--- src/rtl/uart_autobaud.sv ---
// UART auto-baud detector: times a 0x55 calibration character
// and derives the 1/16-bit divisor for the baud rate generator.
module uart_autobaud #(
  parameter int          SYNC_STAGES = 2,
  parameter logic [22:0] TIMEOUT     = 23'h7FFFFF
) (
  input  logic        uart_clk_i,
  input  logic        uart_rst_n_i,
  input  logic        rx_i,
  input  logic        start_i,
  input  logic [15:0] default_div_i,
  output logic [15:0] baud_div_o,
  output logic        locked_o,
  output logic        busy_o,
  output logic        err_o,
  output logic        done_o
);

  typedef enum logic [1:0] {
    IDLE,
    WAIT_START,
    MEASURE
  } state_e;

  state_e                 state_q;
  logic [SYNC_STAGES-1:0] sync_q;
  logic                   rx_prev_q;
  logic [22:0]            cnt_q;
  logic [1:0]             edge_q;
  logic [15:0]            meas_q;
  logic                   locked_q;
  logic                   err_q;
  logic                   done_q;

  logic        rx_s;
  logic        fall;
  logic [23:0] n_d;
  logic [23:0] div_d;
  logic        div_ok;

  assign rx_s = sync_q[SYNC_STAGES-1];
  assign fall = rx_prev_q & ~rx_s;

  // cnt counts from the start edge, so N is cnt+1 at the 4th edge
  assign n_d    = {1'b0, cnt_q} + 24'd1;
  assign div_d  = (n_d + 24'd64) >> 7;
  assign div_ok = (div_d != 24'd0) && (div_d <= 24'h00FFFF);

  always_ff @(posedge uart_clk_i or negedge uart_rst_n_i) begin
    if (!uart_rst_n_i) begin
      sync_q <= '1;
    end else begin
      sync_q <= {sync_q[SYNC_STAGES-2:0], rx_i};
    end
  end

  always_ff @(posedge uart_clk_i or negedge uart_rst_n_i) begin
    if (!uart_rst_n_i) begin
      state_q   <= IDLE;
      rx_prev_q <= 1'b1;
      cnt_q     <= '0;
      edge_q    <= '0;
      meas_q    <= '0;
      locked_q  <= 1'b0;
      err_q     <= 1'b0;
      done_q    <= 1'b0;
    end else begin
      rx_prev_q <= rx_s;
      done_q    <= 1'b0;
      unique case (state_q)
        IDLE: begin
          if (start_i) begin
            state_q  <= WAIT_START;
            err_q    <= 1'b0;
            locked_q <= 1'b0;
          end
        end
        WAIT_START: begin
          if (fall) begin
            state_q <= MEASURE;
            cnt_q   <= '0;
            edge_q  <= '0;
          end
        end
        MEASURE: begin
          cnt_q <= cnt_q + 23'd1;
          if (fall && edge_q == 2'd3) begin
            state_q <= IDLE;
            done_q  <= 1'b1;
            if (div_ok) begin
              meas_q   <= div_d[15:0];
              locked_q <= 1'b1;
            end else begin
              err_q <= 1'b1;
            end
          end else if (cnt_q == TIMEOUT) begin
            state_q <= IDLE;
            done_q  <= 1'b1;
            err_q   <= 1'b1;
          end else if (fall) begin
            edge_q <= edge_q + 2'd1;
          end
        end
        default: state_q <= IDLE;
      endcase
    end
  end

  assign busy_o     = (state_q == WAIT_START) || (state_q == MEASURE);
  assign baud_div_o = locked_q ? meas_q : default_div_i;
  assign locked_o   = locked_q;
  assign err_o      = err_q;
  assign done_o     = done_q;

endmodule

--- config.mk ---
export PLATFORM = sky130hd
export DESIGN_NAME = uart_autobaud
export DESIGN_NICKNAME = d
export VERILOG_FILES = /design/src/rtl/uart_autobaud.sv
export SDC_FILE = /design/constraint.sdc
export NUM_CORES = 1
export LEC_CHECK = 0
export CORE_ASPECT_RATIO = 2
export CORE_MARGIN = 3
export CORE_UTILIZATION = 50
export CTS_CLUSTER_SIZE = 28
export DETAILED_ROUTE_END_ITERATION = 10
export PLACE_DENSITY = 0.76
export SYNTH_ARGS = -nofsm -noshare
export SYNTH_HDL_FRONTEND = slang
export SYNTH_SLANG_ARGS = --single-unit
--- constraint.sdc ---
create_clock -name uart_clk_i -period 2.5 [get_ports uart_clk_i]
set_input_delay 0.5 -clock uart_clk_i [delete_from_list [all_inputs] [get_ports uart_clk_i]]
set_output_delay 0.5 -clock uart_clk_i [all_outputs]
set_load 0.05 [all_outputs]
Yosys cells after proc, flatten, opt, wreduce, memory -nomap -nowiden
Cells that the tools add are included.
{"block": "word_totals", "regBits": 49, "input_bits": 20, "out_inout_bits": 20, "wordCells": 66}
{"block": "op_classes", "addsub": 4, "n_lt_le_gt_ge": 1, "eq_ne": 13, "mux": 24, "n_bitwise": 2, "reduce_logical": 13}
{"operator": "$pmux W23 S2", "n": 1}
{"operator": "$add A23 B1 Y24 const B", "n": 1}
{"operator": "$add A24 B7 Y24 const B", "n": 1}
{"operator": "$reduce_bool A24 Y1", "n": 1}
{"operator": "$add A23 B1 Y23 const B", "n": 1}
{"operator": "$eq A23 B23 Y1 const B", "n": 1}
{"operator": "$mux W23", "n": 1}
{"operator": "$le A17 B16 Y1 const B", "n": 1}
{"operator": "$mux W16", "n": 1}
{"operator": "$mux W2", "n": 8}
{"operator": "$ne A2 B2 Y1 const B", "n": 7}
{"operator": "$mux W1", "n": 9}
{"operator": "$reduce_and A4 Y1", "n": 2}
{"operator": "$ne A3 B3 Y1 const B", "n": 2}
{"operator": "$pmux W2 S3", "n": 1}
{"operator": "$reduce_and A3 Y1", "n": 2}
{"operator": "$reduce_and A5 Y1", "n": 1}
{"operator": "$eq A2 B2 Y1 const B", "n": 2}
{"operator": "$pmux W1 S2", "n": 2}
{"operator": "$pmux W2 S2", "n": 1}
{"operator": "$reduce_bool A2 Y1", "n": 2}
{"operator": "$add A2 B1 Y2 const B", "n": 1}
{"operator": "$eq A2 B1 Y1 const B", "n": 1}
{"operator": "$logic_and A1 B1 Y1", "n": 2}
{"operator": "other kinds (5)", "n": 5}

Longest topological paths before layout
{"block": "depth", "word_depth": 7, "mapped_depth": 10, "ltp_nobuf": 8}

Worst setup path after synthesis
OpenSTA, ideal clock, no wires.
{"block": "synth_path", "path_type": "register to register", "start": "register cnt_q[0]", "end": "register meas_q[11]", "setup_time_ns": 0.125, "arrival_time_ns": 2.292, "required_time_ns": 2.375, "setup_slack_ns": 0.083, "path_stages_with_launch": 10, "n_path_buf": 1, "synth_period_minus_slack_ns": 2.417, "path_cell_list": "dfrtp_1 > ha_1 > nand3_1 > o21ai_2 > nand3_4 > mux2i_1 > nor4_4 > a41oi_4 > buf_6 > mux2_4"}
{"block": "synth_between", "elab_chain_cells": 5, "word_cells_on_any_way": 6, "cone_classes": "add/sub: 2; order compare: 1; reduce/logical: 3"}
{"element": "start: declaration", "line_no": "28", "text": "logic [22:0] cnt_q;"}
{"element": "start signal: assignment", "line_no": "86", "text": "cnt_q <= cnt_q + 23'd1;"}
{"element": "$add A23 B1 Y24 *", "line_no": "45", "text": "assign n_d = {1'b0, cnt_q} + 24'd1;"}
{"element": "$add A24 B7 Y24 *", "line_no": "46", "text": "assign div_d = (n_d + 24'd64) >> 7;"}
{"element": "$le A17 B16 Y1 or $reduce_bool A24 Y1 (tied branches)", "line_no": "47", "text": "assign div_ok = (div_d != 24'd0) && (div_d <= 24'h00FFFF);"}
{"element": "$logic_and A1 B1 Y1", "line_no": "47"}
{"element": "$reduce_and A3 Y1 (no line)"}
{"element": "end signal: assignment", "line_no": "91", "text": "meas_q <= div_d[15:0];"}
{"element": "end: declaration", "line_no": "30", "text": "logic [15:0] meas_q;"}
Mark *: on every way between the ends. The rest lies on a longest branch, timed or not.
A chain may end at the register's enable or synchronous reset.

Worst setup path after layout
{"block": "layout_path", "start": "register cnt_q[0]", "end": "register meas_q[0]"}
The elaborated chain is that of the path after synthesis.

==> impl_metrics.json <==
{
  "clock_path_buffers": 2,
  "arrival_ps": 2610,
  "setup_slack_ps": 73.0,
  "htree_levels": 2,
  "ys_seq_area_share_pct": 39.3,
  "dr_wl_met3_microns": 319,
  "hold_viol": 0,
  "synthDominantCellAreaShare_pct": 36.8,
  "worst-path-max-fanout": 7,
  "synth_seq_cells": 49,
  "ioPinCount": 40,
  "nNetsFinal": 402,
  "synth_edf_count": 0,
  "dieArea_sq_um": 7300,
  "r2r-end": "meas_q[0]$_DFFE_PN0P_",
  "dpl_cell_area_sq_um": 3700,
  "antenna_found_initial": 0,
  "slew_viol_final": 0,
  "cts_sinks": 49,
  "cts_buffers": 5,
  "cts_root_buf": "clkbuf_16",
  "wirelength_microns": 7760,
  "core_sq_um": 6060,
  "cpMostUsedCell": "nor4_4",
  "dr.pass1.iters": 4,
  "holdWs_ps": 286,
  "p_leak_nw": 1.75,
  "slowest_delay_ps": 430,
  "syn_avg_cell_area_sq_um": 9.97,
  "track_usage_pct": 22.3,
  "tightest_slew_ps": 625,
  "crit_required_ps": 2680,
  "ys_warn_count": 0,
  "fin_util_pct": 66.2,
  "wl_met2_microns": 4400,
  "routed.top_layer": "met4",
  "clock_latency_ps": 300,
  "async_reset_ff_share_pct": 100,
  "dp.cells": 444,
  "rows": 40,
  "final_min_period_over_clock_period_pct": 97.1,
  "powerDensity_nw_per_um2": 551,
  "worstSetupPathType": "reg -> reg",
  "via_per_inst": 5.68,
  "end_kind": "flop",
  "synthTopCellsByArea": "dfrtp_1 (37%), mux2_2 (7.9%), xnor2_1 (5.3%), xor2_1 (4.8%), nor2_1 (3.6%)",
  "stdcell_area_sq_um": 4010,
  "port_buffers": 39,
  "outcome": "complete, no violations",
  "gp_congestion": 0.922,
  "reg2reg_from": "cnt_q[0]$_DFFE_PN0P_",
  "worst_clock_skew_ps": 5.82,
  "cts_tree": "built",
  "worst_path_max_delay_cell": "dfrtp_1",
  "slew_headroom_pct": 58.3,
  "finalSetupViolations": 0,
  "cp_num_buf_inv": 3,
  "synth_top_area_cell": "dfrtp_1",
  "synth_area_sq_um": 3130,
  "cp-start-kind": "flop",
  "rr_worst_depth": 10,
  "hp-class": "in -> async",
  "hpwlAfterDp_microns": 5680,
  "wl_met1_microns": 2640,
  "first_global_vias": 2749,
  "period_needed_ps": 2430,
  "synth_cells": 314,
  "start_util_pct": 51.7,
  "ff2ff_setup_slack_ps": 70,
  "path_delay_family": "buffers and inverters",
  "die_w_microns": 61.9,
  "drtAntennaViolNets": 0,
  "syn_to_final_growth_pct": 28.0,
  "diodes": 0,
  "synth_nets": 340,
  "max_cap_violations": 0,
  "yosysUniqueCellTypes": 58,
  "critical_path.cell_chain": "buf_6 > and3_4 > a21oi_4 > nor4_4 > xor2_1 > buf_4 > nor4_4 > a41oi_4 > clkbuf_16 > mux2_4",
  "routedWlPerCell_microns": 16.8,
  "cts.clk_slew.worst_paths_ps": 70,
  "rsz0062_at_grt": "yes",
  "setup-tns-final_ps": 0,
  "gr-total-overflow": 0,
  "drt-initial-drc-count": 102,
  "drc": 0,
  "ys.flop_type": "dfrtp_1",
  "finalPower_mw": 2.21,
  "vias": 2618,
  "yosys-top-cells-count": "dfrtp_1 (46), nor2_1 (30), nand2_1 (24)",
  "grt_max_degree": 50,
  "dp_slack_ps": 60.3,
  "max_clock_freq_mhz": 412,
  "die_y_microns": 118,
  "yosysMostFrequentCell": "dfrtp_1",
  "cts-hold-fix-buffers": 0,
  "final_cells": 461,
  "grt_pass1_wl_microns": 12400,
  "drive_gt1_share_pct": 32.6,
  "ir_drop_mv": 0.538
}
==> logic make-up after synthesis <==
| logic type | after synthesis | synth area share (%) |
|---|---|---|
| XOR/XNOR | 36 | 10.1 |
| AO/OA/AOI/OAI | 42 | 10.0 |
| flip-flops | 49 | 39.3 |
| buffers and inverters | 31 | 4.96 |
| multiplexers | 35 | 13.3 |
| AND/OR/NAND/NOR | 115 | 20.0 |
| adder cells (fa/ha/maj) | 6 | 2.40 |
==> state kept, by name, summed over array words and instances, names as in the netlist <==
name	flops
err_o	1
locked_o	1
edge_q	2
meas_q	16
sync_q	2
rx_prev_q	1
state_q	2
cnt_q	23
done_o	1
==> layout make-up <==
class | count | area, sq um
Clock buffer | 5 | 125
Clock inverter | 3 | 22.5
Multi-Input combinational cell | 235 | 1820
Inverter | 6 | 22.5
Fill cell | 487 | 2050
Sequential cell | 49 | 1230
Timing Repair Buffer | 79 | 677
Tap cell | 84 | 105
==> placed cells by master, fill, tap and decap left out, drive strengths merged, types with 5 or more instances in the layout <==
cell           Yosys  layout
a21oi              6       7
and3               5       5
buf               17      57
clkbuf             8       6
clkdlybuf4s50      0      21
dfrtp             46      46
ha                 6       6
inv                6       6
mux2              31      31
nand2             24      24
nand3             13      13
nand4             13      13
nor2              30      30
nor3               9       9
nor4               5       5
o21ai             13      13
xnor2             19      19
xor2              17      17
==> layer usage <==
layer / vias to the layer above / GRT usage [%]
met1: 1272 / 21.6
li1: 1226 / -
met5: - / 0
met2: 86 / 40.2
met3: 34 / 4.28
met4: 0 / 12.6
==> worst max path at each step <==
stage / startpoint / endpoint / slack, ps / depth (start not counted)
global route: cnt_q[1]$_DFFE_PN0P_ / meas_q[6]$_DFFE_PN0P_ / -40 / 9
floorplan: cnt_q[0]$_DFFE_PN0P_ / meas_q[11]$_DFFE_PN0P_ / 80 / 9
CTS: cnt_q[0]$_DFFE_PN0P_ / meas_q[5]$_DFFE_PN0P_ / 40 / 9
global placement: cnt_q[0]$_DFFE_PN0P_ / meas_q[1]$_DFFE_PN0P_ / 90 / 8
finish: cnt_q[0]$_DFFE_PN0P_ / meas_q[0]$_DFFE_PN0P_ / 70 / 10
detailed placement: cnt_q[0]$_DFFE_PN0P_ / meas_q[5]$_DFFE_PN0P_ / 60 / 9
==> where the power goes <==
| part | switching (mW) | internal (mW) | leakage, nW |
|---|---|---|---|
| Combinational | 0.365 | 0.268 | 1.01 |
| Sequential | 0.0531 | 0.851 | 0.660 |
| Clock | 0.298 | 0.372 | 0.0738 |
==> what timing repair did <==
| item | in CTS | in global routing |
|---|---|---|
| setup endpoints to repair | 0 | 13 |
| resized for setup | 0 | 18 |
| setup buffers | 0 | 7 |
No activity file was read; power rests on OpenSTA's default activity.
